## src/rtl/cfglut_pkg.sv

```systemverilog
// Shared types, limits and helpers for the reconfigurable K-input LUT.
package cfglut_pkg;

    localparam int unsigned K_MIN = 2;
    localparam int unsigned K_MAX = 8;

    typedef enum logic {
        IDLE = 1'b0,
        LOAD = 1'b1
    } state_t;

    // Ceiling log2 for elaboration-time width sizing; clog2(1) = 0.
    function automatic int unsigned clog2(input int unsigned v);
        int unsigned r;
        r = 0;
        for (int unsigned b = 0; b < 32; b++) begin
            if ((32'd1 << b) < v) r = b + 1;
        end
        return r;
    endfunction

endpackage

```

## src/rtl/cfglut_k_if.sv

```systemverilog
// Parallel truth-table reload channel.
//  LD_VLD  word valid (master -> slave)
//  LD_DATA word payload, word 0 first (master -> slave)
//  LD_RDY  word ready (slave -> master)
//  BUSY    reload in progress (slave -> master)
interface cfglut_k_if #(
    parameter int unsigned LW = 8
);
    logic          LD_VLD;
    logic          LD_RDY;
    logic [LW-1:0] LD_DATA;
    logic          BUSY;

    modport master (output LD_VLD, output LD_DATA, input LD_RDY, input BUSY);
    modport slave  (input LD_VLD, input LD_DATA, output LD_RDY, output BUSY);
endinterface

```

## src/rtl/cfglut_ldfsm.sv

```systemverilog
// Reload handshake FSM and word counter.
//  i_clk, i_rst_n  clock / async active-low reset
//  i_vld           word accepted this edge (ready is always high)
//  o_busy          at least one word taken, commit still pending
//  o_wr_en_c       one-hot shadow word write strobe for this edge
//  o_commit_c      last word taken this edge: copy shadow into table
module cfglut_ldfsm
    import cfglut_pkg::*;
#(
    parameter int unsigned NW = 8
) (
    input  logic          i_clk,
    input  logic          i_rst_n,
    input  logic          i_vld,
    output logic          o_busy,
    output logic [NW-1:0] o_wr_en_c,
    output logic          o_commit_c
);

    localparam int unsigned CW = (NW > 1) ? clog2(NW) : 1;

    state_t        r_state;
    logic [CW-1:0] r_cnt;
    logic          w_last;

    // Counter is zero in IDLE, so it always names the word being written.
    assign w_last     = (r_cnt == CW'(NW - 1));
    assign o_wr_en_c  = i_vld ? (NW'(1) << r_cnt) : '0;
    assign o_commit_c = i_vld && w_last;
    assign o_busy     = (r_state == LOAD);

    // State and word counter; gaps in LD_VLD simply hold.
    always_ff @(posedge i_clk or negedge i_rst_n) begin
        if (!i_rst_n) begin
            r_state <= IDLE;
            r_cnt   <= '0;
        end else if (i_vld) begin
            if (w_last) begin
                r_state <= IDLE;
                r_cnt   <= '0;
            end else begin
                r_state <= LOAD;
                r_cnt   <= r_cnt + CW'(1);
            end
        end
    end

endmodule

```

## src/rtl/cfglut_k.sv

```systemverilog
// K-input reconfigurable LUT with serial shift and atomic parallel reload.
//  CLK, RST_N  clock / async active-low reset
//  I           select inputs; O6 = table[I], O5 = table[{0, I[K-2:0]}]
//  CE, CDI     serial shift enable / data in; CDO = table[D-1]
//  ld          parallel reload channel (LD_VLD/LD_RDY/LD_DATA/BUSY)
module cfglut_k
    import cfglut_pkg::*;
#(
    parameter int unsigned       K       = 6,
    parameter logic [(1<<K)-1:0] INIT    = '0,
    parameter int unsigned       LW      = 8,
    parameter bit                REG_OUT = 1'b0
) (
    input  logic         CLK,
    input  logic         RST_N,
    input  logic [K-1:0] I,
    output logic         O6,
    output logic         O5,
    input  logic         CE,
    input  logic         CDI,
    output logic         CDO,
    cfglut_k_if.slave    ld
);

    localparam int unsigned D  = 1 << K;
    localparam int unsigned NW = D / LW;

    if (K < K_MIN || K > K_MAX) begin : g_bad_k
        $error("cfglut_k: K must be in 2..8");
    end
    if (LW == 0 || (D % LW) != 0) begin : g_bad_lw
        $error("cfglut_k: LW must divide 2**K");
    end

    logic [D-1:0]  r_table;
    logic [D-1:0]  r_shadow;
    logic [D-1:0]  w_shadow_nxt;
    logic [NW-1:0] w_wr_en;
    logic          w_commit;
    logic          w_busy;
    logic          w_accept;
    logic          w_shift;
    logic          w_o6;
    logic          w_o5;

    cfglut_ldfsm #(.NW(NW)) u_ldfsm (
        .i_clk      (CLK),
        .i_rst_n    (RST_N),
        .i_vld      (ld.LD_VLD),
        .o_busy     (w_busy),
        .o_wr_en_c  (w_wr_en),
        .o_commit_c (w_commit)
    );

    assign ld.LD_RDY = 1'b1;
    assign ld.BUSY   = w_busy;
    assign w_accept  = ld.LD_VLD;
    // A reload owns the table: shifting waits until the cycle after commit.
    assign w_shift   = CE && !w_busy && !w_accept;

    // Shadow image including this edge's word, so the commit is one edge.
    for (genvar w = 0; w < NW; w++) begin : g_shadow
        assign w_shadow_nxt[w*LW +: LW] = w_wr_en[w] ? ld.LD_DATA : r_shadow[w*LW +: LW];
    end

    // Truth table and reload shadow.
    always_ff @(posedge CLK or negedge RST_N) begin
        if (!RST_N) begin
            r_table  <= INIT;
            r_shadow <= '0;
        end else begin
            if (w_accept) r_shadow <= w_shadow_nxt;
            if (w_commit) begin
                r_table <= w_shadow_nxt;
            end else if (w_shift) begin
                r_table <= {r_table[D-2:0], CDI};
            end
        end
    end

    assign CDO  = r_table[D-1];
    assign w_o6 = r_table[I];
    assign w_o5 = r_table[{1'b0, I[K-2:0]}];

    if (REG_OUT) begin : g_reg_out
        logic r_o6;
        logic r_o5;
        // Output stage samples I against the pre-edge table.
        always_ff @(posedge CLK or negedge RST_N) begin
            if (!RST_N) begin
                r_o6 <= 1'b0;
                r_o5 <= 1'b0;
            end else begin
                r_o6 <= w_o6;
                r_o5 <= w_o5;
            end
        end
        assign O6 = r_o6;
        assign O5 = r_o5;
    end else begin : g_comb_out
        assign O6 = w_o6;
        assign O5 = w_o5;
    end

endmodule
```

## src/flat_wrapper.sv

```systemverilog
// flat-port wrapper written by rule: the top's interface ports become plain ports
module cfglut_k_flat import cfglut_pkg::*;
#(
    parameter int unsigned       K       = 6,
    parameter logic [(1<<K)-1:0] INIT    = '0,
    parameter int unsigned       LW      = 8,
    parameter bit                REG_OUT = 1'b0
)
  (CLK, RST_N, I, O6, O5, CE, CDI, CDO, ld_LD_VLD, ld_LD_DATA, ld_LD_RDY, ld_BUSY);
  cfglut_k_if #(.LW(LW)) ld_i ();
  input  logic CLK;
  input  logic RST_N;
  input  logic [K-1:0] I;
  output logic O6;
  output logic O5;
  input  logic CE;
  input  logic CDI;
  output logic CDO;
  input wire logic [$bits(ld_i.LD_VLD)-1:0] ld_LD_VLD;
  input wire logic [$bits(ld_i.LD_DATA)-1:0] ld_LD_DATA;
  output wire logic [$bits(ld_i.LD_RDY)-1:0] ld_LD_RDY;
  output wire logic [$bits(ld_i.BUSY)-1:0] ld_BUSY;
  assign ld_i.LD_VLD = ld_LD_VLD;
  assign ld_i.LD_DATA = ld_LD_DATA;
  assign ld_LD_RDY = ld_i.LD_RDY;
  assign ld_BUSY = ld_i.BUSY;
  cfglut_k #(.K(K), .INIT(INIT), .LW(LW), .REG_OUT(REG_OUT)) u_core (.CLK(CLK), .RST_N(RST_N), .I(I), .O6(O6), .O5(O5), .CE(CE), .CDI(CDI), .CDO(CDO), .ld(ld_i));
endmodule
```

## config.mk

```make
export PLATFORM = sky130hd
export DESIGN_NAME = cfglut_k_flat
export DESIGN_NICKNAME = d
export VERILOG_FILES = /design/src/rtl/cfglut_pkg.sv /design/src/rtl/cfglut_k_if.sv /design/src/rtl/cfglut_ldfsm.sv /design/src/rtl/cfglut_k.sv /design/src/flat_wrapper.sv
export SDC_FILE = /design/constraint.sdc
export NUM_CORES = 1
export LEC_CHECK = 0
export ABC_AREA = 1
export CORE_MARGIN = 2
export CORE_UTILIZATION = 60
export CTS_BUF_LIST = sky130_fd_sc_hd__clkbuf_8
export DETAILED_ROUTE_END_ITERATION = 10
export GPL_TIMING_DRIVEN = 0
export PLACE_DENSITY = 0.79
export RECOVER_POWER = 25
export SYNTH_ARGS = -nofsm -noshare
export SYNTH_HDL_FRONTEND = slang
export SYNTH_SLANG_ARGS = --single-unit
```

## constraint.sdc

```tcl
create_clock -name CLK -period 1.9 [get_ports CLK]
set_clock_uncertainty 0.05 [all_clocks]
set_input_delay 0.285 -clock CLK [delete_from_list [all_inputs] [get_ports CLK]]
set_output_delay 0.285 -clock CLK [all_outputs]
set_load 0.1 [all_outputs]
```

==> flow_summary_export.csv <==
group,metric,value,unit
status,status,"finished with violations",
status,violations,"negative setup slack",
clocking,cts.sinks,124,
worst_setup_path,cpPeakStageDelay,0.38,ns
placed_design,gp_congestion,0.894,
timing,timing.final.crit_period,2.02,ns
floorplanning,fp.dieH,103,um
placed_design,io_buffers,19,
timing,timing.fmax,0.494,GHz
routing,wl_per_cell,18.1,um
synthesis,yosysMostFrequentCell,"nand2_1",
power_and_ir_drop,seqPwrFrac,44.2,%
synthesis,ys_seq_area_share,53.3,%
routing,wirelength,15100,um
worst_setup_path,rrSetupSlack,0.10,ns
clocking,htree_levels,4,
floorplanning,die-area,10500,sq um
clocking,cts_tree,"yes",
synthesis,ys_warn_count,0,
synthesis,yosys.area.top_type_share,53.3,%
worst_hold_path,holdPathStages,2,
power_and_ir_drop,netSwitchingPower,3.66,mW
power_and_ir_drop,intPower,6.36,mW
flow_run,maxCapViolCount,0,
finish,nFillCells,722,
finish,final_nets,718,
power_and_ir_drop,p_per_area,1480,nW/um^2
finish,final_cells,835,
timing,drv_slew,0,
synthesis,netlist_top_cells_count,"209 x nand2_1, 124 x dfrtp_1, 77 x inv_1",
global_routing,grtUsageTotal,31.3,%
synthesis,async_reset_ff_share,100,%
finish,syn2layout_area_growth,15.9,%
worst_setup_path,critPathTopFamily,"simple AND/OR/NAND/NOR gates",
routing,drt-initial-drc-count,446,
synthesis,synth_edf_count,0,
placed_design,hpwl,9760,um
clocking,cts_buffer_depth,2,
synthesis,ys_dominant_reg_cell,"dfrtp_1",
timing,rsz0062_at_grt,"true",
global_routing,grt_pass1_wl,24200,um
finish,regArea,3110,sq um
power_and_ir_drop,clock_power_share,22.8,%
placed_design,post-place-ws,-1.14,ns
clocking,clk_pin_slew,0.07,ns
worst_setup_path,slowest_stage,"dfrtp_1",
timing,hold_viol_final,0,
worst_setup_path,reg2reg_depth,8,
clocking,cts_made_buffers,17,
synthesis,syn_area,5820,sq um
worst_setup_path,cp-end-kind,"output pin",
worst_setup_path,cp_num_cells,9,
worst_setup_path,cp_cell_sequence,"nand2_1 -> nand3_1 -> nand3_1 -> nand2_2 -> nand2_1 -> nand3_2 -> nand3b_1 -> nand2_2 -> buf_12",
worst_setup_path,cp-start-kind,"flop",
routing,antenna_left,0,
timing,finalWorstSetupSlack,-0.123,ns
floorplanning,initial_utilization,62.4,%
power_and_ir_drop,combPwrFrac,33.0,%
placed_design,dp.cells,799,
power_and_ir_drop,p_leak,3.17,nW
worst_setup_path,crit_type,"flop to output pin",
floorplanning,rows,35,
floorplanning,die_w,103,um
global_routing,grt_max_degree,68,
routing,dr.pass1.iters,6,
synthesis,avgSynthCellArea,8.96,sq um
synthesis,yosysTopAreaCell,"dfrtp_1",
global_routing,globalRouteOverflowTotal,0,
power_and_ir_drop,ir_drop,0.000909,V
routing,num_vias,4859,
worst_setup_path,critPathRequiredTime,1.56,ns
power_and_ir_drop,sw_frac_of_total,36.6,%
worst_hold_path,hp-class,"flop to flop",
global_routing,grt_pass1_vias,4811,
timing,setup_viol,2,
synthesis,synthCells,650,
clocking,clock_latency,0.45,ns
finish,diodes,0,
synthesis,synth_area_leaders,"dfrtp_1 53%, nand2_1 13%, o221ai_1 8.9%, inv_1 5.0%, nand3_1 4.9%",
timing,hold_ws,0.424,ns
worst_setup_path,critPathMaxFanout,2,
worst_setup_path,arrival,1.69,ns
timing,finalCritPeriodShare,106,%
timing,slew_headroom,2.43,%
floorplanning,io-pin-count,24,
routing,drc_errors,0,
clocking,clock-root-buffer,"clkbuf_8",
finish,drive_above_1_share,19.0,%
global_routing,antenna_found_initial,0,
finish,multi_input_area,2300,sq um
synthesis,synth.distinct_cells,24,
synthesis,ys_ff_latch,124,
timing,worst_pin_slew,1.46,ns
routing,viasPerCell,5.82,
worst_setup_path,cp.buffers_inverters,1,
synthesis,synth_nets,675,
floorplanning,coreArea,9330,sq um
area by class of cell:
cell class              count  share of cell area [%]
flip-flops and latches    124                    46.0
multi-input cells         407                    34.0
inverters                  81                    4.56
repair buffers             24                    3.97
clock buffers              19                    3.87
plain buffers              38                    3.34
well taps                 129                    2.39
clock inverters            13                    1.87
final timing paths:
check,from,to
max,u_core.r_table[7],O6
min,u_core.r_shadow[17],u_core.r_shadow[17]
max reg2reg,u_core.u_ldfsm.r_cnt[2],u_core.r_table[29]
min reg2reg,u_core.r_shadow[17],u_core.r_shadow[17]
max in group asynchronous,RST_N,u_core.r_table[63]
min in group asynchronous,RST_N,u_core.r_shadow[14]
power groups by stage:
stage	sequential [mW]	combinational, mW	clock [mW]
6_report	4.43	3.31	2.28
5_1_grt	4.53	3.72	2.41
4_1_cts	4.41	3.19	2.29
3_5_place_dp	4.44	3.12	0
3_3_place_gp	4.41	2.98	0
2_1_floorplan	4.39	2.34	0
flip-flops by register name, summed over array words and instances (netlist names):
| name | count |
|---|---|
| u_core.u_ldfsm.r_cnt | 3 |
| u_core.u_ldfsm.o_busy | 1 |
| u_core.r_table | 64 |
| u_core.r_shadow | 56 |
cell families after synthesis:
logic type,share of synthesized area (%)
simple gates,20.4
flops,53.3
compound gates,16.0
buf+inv,8.98
fa+ha+maj,1.29
other cells,0.0644
layer usage:
metal | vias up | GRT usage [%] | wire (um)
met3 | 53 | 6.98 | 1130
met1 | 2334 | 40.8 | 6220
met2 | 205 | 49.1 | 7090
met4 | 0 | 17.0 | 679
met5 | - | 0 | 0
li1 | 2267 | - | -
what timing repair did:
action	in CTS	in global routing
setup buffers	0	3
hold buffers	1	0
hold endpoints to repair	57	0
endpoints found under the setup margin	6	62
gates resized for setup	34	21
pin swaps	17	7
worst min-delay path: stages (launching register included):
cell and delay [ns]:
dfrtp_1 0.33, nand2_1 0.06, o21ai_2 0.06
cell usage in the layout (no fill, tap or decap), types with 2 or more instances in the layout:
cell / synthesis / routed
nor2_1: 2 / 2
nand2_2: 1 / 10
clkinv_2: 0 / 4
clkbuf_8: 0 / 19
inv_1: 77 / 78
clkbuf_1: 7 / 6
buf_4: 5 / 9
o21ai_1: 10 / 10
clkinvlp_4: 0 / 5
dfrtp_1: 124 / 122
dfrtp_2: 0 / 2
clkbuf_2: 0 / 2
ha_1: 6 / 5
o211ai_1: 4 / 4
clkdlybuf4s50_1: 0 / 14
nand3_1: 57 / 46
o21ai_0: 24 / 24
bufinv_16: 0 / 2
o21ai_2: 24 / 24
clkdlybuf4s15_2: 0 / 2
nand2_4: 0 / 2
buf_6: 4 / 4
o221ai_1: 59 / 59
nand3_4: 3 / 3
nand2_1: 209 / 198
buf_12: 0 / 2
nand3_2: 3 / 14
inv_2: 4 / 4
buf_2: 22 / 20
metrics by stage:
| stage | utilization (%) | TNS (ns) | power (mW) | instance area [sq um] |
|---|---|---|---|---|
| after floorplan | - | 0 | 6.73 | 5830 |
| after global placement | 66.3 | -513.02 | 7.39 | 6180 |
| after detailed placement | 66.6 | -12.20 | 7.57 | 6210 |
| after CTS | 71.4 | -0.197 | 9.89 | 6660 |
| after global routing | 72.4 | -7.34 | 10.7 | 6750 |
| final | 72.4 | -0.209 | 10.0 | 6750 |
Power figures use the tool's default switching activity.
